===== config.mk =====
export PLATFORM = sky130hd
export DESIGN_NAME = pmem_arbiter_flat
export DESIGN_NICKNAME = d
export VERILOG_FILES = /design/src/rtl/pmem_arbiter_if.sv /design/src/rtl/pmem_arbiter.sv /design/src/flat_wrapper.sv
export SDC_FILE = /design/constraint.sdc
export NUM_CORES = 1
export LEC_CHECK = 0
export ABC_AREA = 1
export BUFFER_PORTS_ARGS = -buffer_cell sky130_fd_sc_hd__buf_2
export CAP_MARGIN = 40
export CORE_AREA = 2 2 275 277
export CTS_CLUSTER_SIZE = 20
export DETAILED_ROUTE_END_ITERATION = 10
export DIE_AREA = 0 0 277 279
export GPL_ROUTABILITY_DRIVEN = 0
export PLACE_DENSITY = 0.37
export SLEW_MARGIN = 20
export SYNTH_ARGS = -nofsm -noshare
export SYNTH_HDL_FRONTEND = slang
export SYNTH_SLANG_ARGS = --single-unit

===== constraint.sdc =====
create_clock -name clk -period 2 [get_ports clk]
set_input_delay 0.2 -clock clk [delete_from_list [all_inputs] [get_ports clk]]
set_output_delay 0.2 -clock clk [all_outputs]
set_load 0.01 [all_outputs]

===== src/rtl/pmem_arbiter_if.sv =====
// Shared physical-memory bus between I-cache, D-cache and main memory.
// The master side drives requests and memory replies; the slave side is the arbiter.
interface pmem_arbiter_if #(
  parameter int ADDR_WIDTH = 16,
  parameter int LINE_WIDTH = 128
);
  logic                  icache_read;
  logic [ADDR_WIDTH-1:0] icache_address;
  logic [LINE_WIDTH-1:0] icache_rdata;
  logic                  icache_resp;

  logic                  dcache_read;
  logic                  dcache_write;
  logic [ADDR_WIDTH-1:0] dcache_address;
  logic [LINE_WIDTH-1:0] dcache_wdata;
  logic [LINE_WIDTH-1:0] dcache_rdata;
  logic                  dcache_resp;

  logic                  pmem_read;
  logic                  pmem_write;
  logic [ADDR_WIDTH-1:0] pmem_address;
  logic [LINE_WIDTH-1:0] pmem_wdata;
  logic [LINE_WIDTH-1:0] pmem_rdata;
  logic                  pmem_resp;

  modport master (
    output icache_read, icache_address,
    output dcache_read, dcache_write,
    output dcache_address, dcache_wdata,
    output pmem_rdata, pmem_resp,
    input  icache_rdata, icache_resp,
    input  dcache_rdata, dcache_resp,
    input  pmem_read, pmem_write,
    input  pmem_address, pmem_wdata
  );

  modport slave (
    input  icache_read, icache_address,
    input  dcache_read, dcache_write,
    input  dcache_address, dcache_wdata,
    input  pmem_rdata, pmem_resp,
    output icache_rdata, icache_resp,
    output dcache_rdata, dcache_resp,
    output pmem_read, pmem_write,
    output pmem_address, pmem_wdata
  );
endinterface


===== src/rtl/pmem_arbiter.sv =====
// I/D-cache arbiter for one physical-memory port, one grant per line transaction.
// Round-robin by default; define ARB_DCACHE_PRIORITY_EN for fixed D-cache priority.
module pmem_arbiter #(
  parameter int ADDR_WIDTH = 16,
  parameter int LINE_WIDTH = 128
) (
  input logic clk,
  input logic reset,
  pmem_arbiter_if.slave bus
);

  typedef enum logic [1:0] {
    IDLE,
    I_BUSY,
    D_BUSY
  } state_t;

  state_t state_q;
  state_t state_d;

  logic i_req;
  logic d_req;
  logic grant_i;
  logic grant_d;

  logic                  rd_q;
  logic                  wr_q;
  logic [ADDR_WIDTH-1:0] addr_q;
  logic [LINE_WIDTH-1:0] wdata_q;

`ifndef ARB_DCACHE_PRIORITY_EN
  // 0 = I-cache won last, 1 = D-cache won last
  logic last_grant_q;
`endif

  assign i_req = bus.icache_read;
  assign d_req = bus.dcache_read | bus.dcache_write;

  // Pick a winner in IDLE and hold the grant until memory replies
  always_comb begin
    state_d = state_q;
    grant_i = 1'b0;
    grant_d = 1'b0;
    unique case (state_q)
      IDLE: begin
        if (i_req && d_req) begin
`ifdef ARB_DCACHE_PRIORITY_EN
          grant_d = 1'b1;
`else
          grant_d = ~last_grant_q;
          grant_i = last_grant_q;
`endif
        end else begin
          grant_i = i_req;
          grant_d = d_req;
        end
        if (grant_i) begin
          state_d = I_BUSY;
        end else if (grant_d) begin
          state_d = D_BUSY;
        end
      end
      I_BUSY, D_BUSY: begin
        if (bus.pmem_resp) begin
          state_d = IDLE;
        end
      end
      default: state_d = IDLE;
    endcase
  end

  // State register
  always_ff @(posedge clk) begin
    if (reset) begin
      state_q <= IDLE;
    end else begin
      state_q <= state_d;
    end
  end

`ifndef ARB_DCACHE_PRIORITY_EN
  // Remember the last winner so contention alternates
  always_ff @(posedge clk) begin
    if (reset) begin
      last_grant_q <= 1'b0;
    end else if (grant_i) begin
      last_grant_q <= 1'b0;
    end else if (grant_d) begin
      last_grant_q <= 1'b1;
    end
  end
`endif

  // Capture the winner's op, address and data at the grant edge
  always_ff @(posedge clk) begin
    if (reset) begin
      rd_q    <= 1'b0;
      wr_q    <= 1'b0;
      addr_q  <= '0;
      wdata_q <= '0;
    end else if (grant_i) begin
      rd_q   <= 1'b1;
      wr_q   <= 1'b0;
      addr_q <= bus.icache_address;
    end else if (grant_d) begin
      rd_q    <= bus.dcache_read & ~bus.dcache_write;
      wr_q    <= bus.dcache_write;
      addr_q  <= bus.dcache_address;
      wdata_q <= bus.dcache_wdata;
    end else if (state_q != IDLE && bus.pmem_resp) begin
      rd_q <= 1'b0;
      wr_q <= 1'b0;
    end
  end

  assign bus.pmem_read    = rd_q;
  assign bus.pmem_write   = wr_q;
  assign bus.pmem_address = addr_q;
  assign bus.pmem_wdata   = wdata_q;

  assign bus.icache_resp  = (state_q == I_BUSY) & bus.pmem_resp;
  assign bus.dcache_resp  = (state_q == D_BUSY) & bus.pmem_resp;
  assign bus.icache_rdata = bus.pmem_rdata;
  assign bus.dcache_rdata = bus.pmem_rdata;

endmodule

===== src/flat_wrapper.sv =====
// flat-port wrapper written by rule: the top's interface ports become plain ports
module pmem_arbiter_flat 
#(
  parameter int ADDR_WIDTH = 16,
  parameter int LINE_WIDTH = 128
)
  (clk, reset, bus_icache_read, bus_icache_address, bus_dcache_read, bus_dcache_write, bus_dcache_address, bus_dcache_wdata, bus_pmem_rdata, bus_pmem_resp, bus_icache_rdata, bus_icache_resp, bus_dcache_rdata, bus_dcache_resp, bus_pmem_read, bus_pmem_write, bus_pmem_address, bus_pmem_wdata);
  pmem_arbiter_if #(.ADDR_WIDTH(ADDR_WIDTH), .LINE_WIDTH(LINE_WIDTH)) bus_i ();
  input logic clk;
  input logic reset;
  input wire logic [$bits(bus_i.icache_read)-1:0] bus_icache_read;
  input wire logic [$bits(bus_i.icache_address)-1:0] bus_icache_address;
  input wire logic [$bits(bus_i.dcache_read)-1:0] bus_dcache_read;
  input wire logic [$bits(bus_i.dcache_write)-1:0] bus_dcache_write;
  input wire logic [$bits(bus_i.dcache_address)-1:0] bus_dcache_address;
  input wire logic [$bits(bus_i.dcache_wdata)-1:0] bus_dcache_wdata;
  input wire logic [$bits(bus_i.pmem_rdata)-1:0] bus_pmem_rdata;
  input wire logic [$bits(bus_i.pmem_resp)-1:0] bus_pmem_resp;
  output wire logic [$bits(bus_i.icache_rdata)-1:0] bus_icache_rdata;
  output wire logic [$bits(bus_i.icache_resp)-1:0] bus_icache_resp;
  output wire logic [$bits(bus_i.dcache_rdata)-1:0] bus_dcache_rdata;
  output wire logic [$bits(bus_i.dcache_resp)-1:0] bus_dcache_resp;
  output wire logic [$bits(bus_i.pmem_read)-1:0] bus_pmem_read;
  output wire logic [$bits(bus_i.pmem_write)-1:0] bus_pmem_write;
  output wire logic [$bits(bus_i.pmem_address)-1:0] bus_pmem_address;
  output wire logic [$bits(bus_i.pmem_wdata)-1:0] bus_pmem_wdata;
  assign bus_i.icache_read = bus_icache_read;
  assign bus_i.icache_address = bus_icache_address;
  assign bus_i.dcache_read = bus_dcache_read;
  assign bus_i.dcache_write = bus_dcache_write;
  assign bus_i.dcache_address = bus_dcache_address;
  assign bus_i.dcache_wdata = bus_dcache_wdata;
  assign bus_i.pmem_rdata = bus_pmem_rdata;
  assign bus_i.pmem_resp = bus_pmem_resp;
  assign bus_icache_rdata = bus_i.icache_rdata;
  assign bus_icache_resp = bus_i.icache_resp;
  assign bus_dcache_rdata = bus_i.dcache_rdata;
  assign bus_dcache_resp = bus_i.dcache_resp;
  assign bus_pmem_read = bus_i.pmem_read;
  assign bus_pmem_write = bus_i.pmem_write;
  assign bus_pmem_address = bus_i.pmem_address;
  assign bus_pmem_wdata = bus_i.pmem_wdata;
  pmem_arbiter #(.ADDR_WIDTH(ADDR_WIDTH), .LINE_WIDTH(LINE_WIDTH)) u_core (.clk(clk), .reset(reset), .bus(bus_i));
endmodule

==> metrics.csv <==
stage;metric;value;unit
sta;setup_viol;0;
floorplan;dieArea;77300;um2
flow_run;max-cap-violations;0;
clock_network;insertion_delay;0.48;ns
logic_synthesis;synth.avg_cell_area;7.45;um2
sta;rsz0062_at_grt;no;
status;outcome;complete, no violations;
layout;multi_input_area;2190;um2
detailed_routing;first_pass_iters;6;
layout;nets;1467;
sta;hold_viol;0;
detailed_routing;wl_met1;11.2;mm
power_and_ir_drop;powerDensity;950;nW/um2
clock_network;max-clock-path-buffers;2;
sta;slew_headroom;0.573;
logic_synthesis;synth_area;7430;um2
floorplan;fp.dieH;279;um
floorplan;fp.dieW;277;um
critical_path;r2r_cells;7;
layout;syn2layout_area_growth;36.5;%
clock_network;postCtsResizedCells;0;
critical_path;slowest_stage;dfxtp_1;
critical_path;cp.arrival;2.18;ns
critical_path;cp_cell_sequence;inv_1 > ha_1 > inv_1 > nor2_4 > buf_12 > o21ai_0 > nor2_1;
placement;dp_hpwl;28.0;mm
hold_path;hold_depth;3;
critical_path;startpoint_type;flop;
logic_synthesis;synth_nets;1295;
logic_synthesis;synth-seq-cells;149;
detailed_routing;wire_per_inst;16.8;um
logic_synthesis;syn_inst;998;
clock_network;cts.htree.levels;4;
logic_synthesis;yosysSeqAreaShare;0.401;
sta;setup_slack;0.220;ns
detailed_routing;avgViaCountPerCell;3.13;
critical_path;crit_fanout;113;
detailed_routing;ant_nets;0;
hold_path;hold_path_end;u_core.bus.pmem_wdata[67];
global_routing;grt_usage;0.0912;
sta;finalSetupTns;0;ns
layout;final_common_cell;buf_2;
layout;fillers;8609;
global_routing;overflow;0;
logic_synthesis;yosys_warnings;0;
detailed_routing;num_vias;6744;
global_routing;grt_antenna_before_repair;4;
detailed_routing;drc_errors;0;
floorplan;core;74100;um2
placement;io_buffer_count;313;
critical_path;reg2reg_from;u_core.state_q[1];
clock_network;numCtsBuffers;17;
layout;seqCellArea;2980;um2
critical_path;crit_type;flop to flop;
sta;timing.final.crit_period;1.78;ns
sta;period_share;0.890;
floorplan;initial_core_util;0.100;
logic_synthesis;synth-edff-count;0;
power_and_ir_drop;irDropWorstVdd;0.420;mV
critical_path;path_common_cell;inv_1;
clock_network;tritoncts;done;
placement;place_ws;0.277;ns
layout;mostFrequentLayoutCells;313 x buf_2, 307 x nor2_1, 149 x dfxtp_1;
critical_path;endpoint_kind;flop;
clock_network;clock_sinks;149;
floorplan;io_pins;698;
logic_synthesis;ys_types;16;
clock_network;postCtsHoldBufs;132;
hold_path;hold_class;input pin to flop;
sta;fin_skew;0.0237;ns
detailed_routing;first_iter_violations;218;
global_routing;grt_pass1_wl;49.8;mm
floorplan;placementRows;100;
global_routing;grt_max_degree;114;
critical_path;worstPathRequired;2.40;ns
sta;max_slew.worst_pin.slew;0.640;ns
power_and_ir_drop;p_leak;4.61;nW
detailed_routing;drt_wl_total;36.1;mm
logic_synthesis;synth-main-ff-cell;dfxtp_1;
layout;drive_gt1_frac;0.309;
global_routing;grt_pass1_vias;6890;
detailed_routing;dr_wl_met3;4.77;mm
clock_network;cts.reportedPaths.clkPinSlew;0.07;ns
critical_path;crit_buf_inv;3;
critical_path;reg2reg_slack;0.22;ns
clock_network;cts_root_buffer;clkbuf_16;
critical_path;crit_family;buffers and inverters;
detailed_routing;top_layer;met5;
critical_path;reg2reg_to;u_core.bus.pmem_wdata[37];
sta;fmax;0.562;GHz
clock_network;post_cts_buffers;0;
hold_path;hold_start;bus_dcache_wdata[67];
detailed_routing;route.met2.wl;18.0;mm
critical_path;max_stage_delay;0.32;ns
sta;slew_violations;0;
logic_synthesis;async_reset_ff_frac;0;
[per-layer routing]
layer  GRT usage  vias up
li1            -     3207
met1      0.0765     2946
met2       0.161      483
met3      0.0530      106
met4      0.0641        2
met5     0.00438        -
[how the worst max path moves through the flow]
| stage | startpoint | to | slack [ns] | depth (start not counted) |
|---|---|---|---|---|
| 2_1_floorplan | u_core.state_q[0] | u_core.bus.pmem_address[12] | 0.57 | 10 |
| 3_3_place_gp | u_core.state_q[1] | u_core.bus.pmem_wdata[105] | 0.32 | 7 |
| 3_5_place_dp | u_core.state_q[0] | u_core.bus.pmem_wdata[127] | 0.28 | 7 |
| 4_1_cts | u_core.state_q[1] | u_core.bus.pmem_wdata[127] | 0.25 | 7 |
| 5_1_grt | u_core.state_q[1] | u_core.bus.pmem_wdata[6] | 0.07 | 7 |
| 6_report | u_core.state_q[1] | u_core.bus.pmem_wdata[37] | 0.22 | 7 |
[final cells by class]
cell class | count | share of cell area
Tap cell | 969 | 0.120
Clock inverter | 14 | 0.0116
Timing Repair Buffer | 462 | 0.305
Multi-Input combinational cell | 513 | 0.216
Inverter | 27 | 0.0101
Clock buffer | 18 | 0.0433
Antenna cell | 2 | 0.000494
Sequential cell | 149 | 0.294
[power by group]
part	switching [W]	internal (W)	total, W
Sequential	0.000237	0.00348	0.00372
Clock	0.00161	0.00165	0.00327
Combinational	0.00159	0.00106	0.00265
[synth_stat cells, types with 3 or more instances]
library cell  instances  area (um2)
buf_4               257        1930
dfxtp_1             149        2980
o21ai_0             129         646
nand3_1               4        20.0
buf_2                23         115
nand2_1              44         165
a21oi_1               4        20.0
ha_1                  3        37.5
nor2_1              308        1160
clkbuf_2              9        45.0
inv_1                27         101
clkbuf_1             20        75.1
nand4_1              18         113
[metrics by stage]
stage | instances | hold WS (ns) | total power (W) | instance area (um2) | util
floorplan | 998 | 0.335 | 0.00558 | 7430 | -
global route | 2152 | 0.0304 | 0.0103 | 10100 | 0.137
CTS | 2152 | 0.000470 | 0.00990 | 10100 | 0.137
finish | 2154 | 0.0378 | 0.00963 | 10100 | 0.137
detailed placement | 1988 | 0.400 | 0.00628 | 8260 | 0.111
global placement | 1988 | 0.400 | 0.00627 | 8260 | 0.111
[worst reg2reg max path: stages, from the launching register on]
cell and delay, ns:
dfxtp_1 0.32, inv_1 0.09, ha_1 0.24, inv_1 0.12
nor2_4 0.16, buf_12 0.27, o21ai_0 0.39, nor2_1 0.13
[sequential cells by signal, indices dropped and copies added, names as in the netlist]
name and cells:
u_core.bus.pmem_address 16, u_core.bus.pmem_wdata 128, u_core.last_grant_q 1, u_core.state_q 2
u_core.bus.pmem_write 1, u_core.bus.pmem_read 1
[cells by family after synthesis]
family | after synthesis | share of synthesized area
AOI/OAI and AO/OA | 136 | 0.0929
and+or+nand+nor | 374 | 0.196
adders and majority gates | 3 | 0.00505
buffers and inverters | 336 | 0.305
DFF | 149 | 0.401
Power figures use the tool's default switching activity.
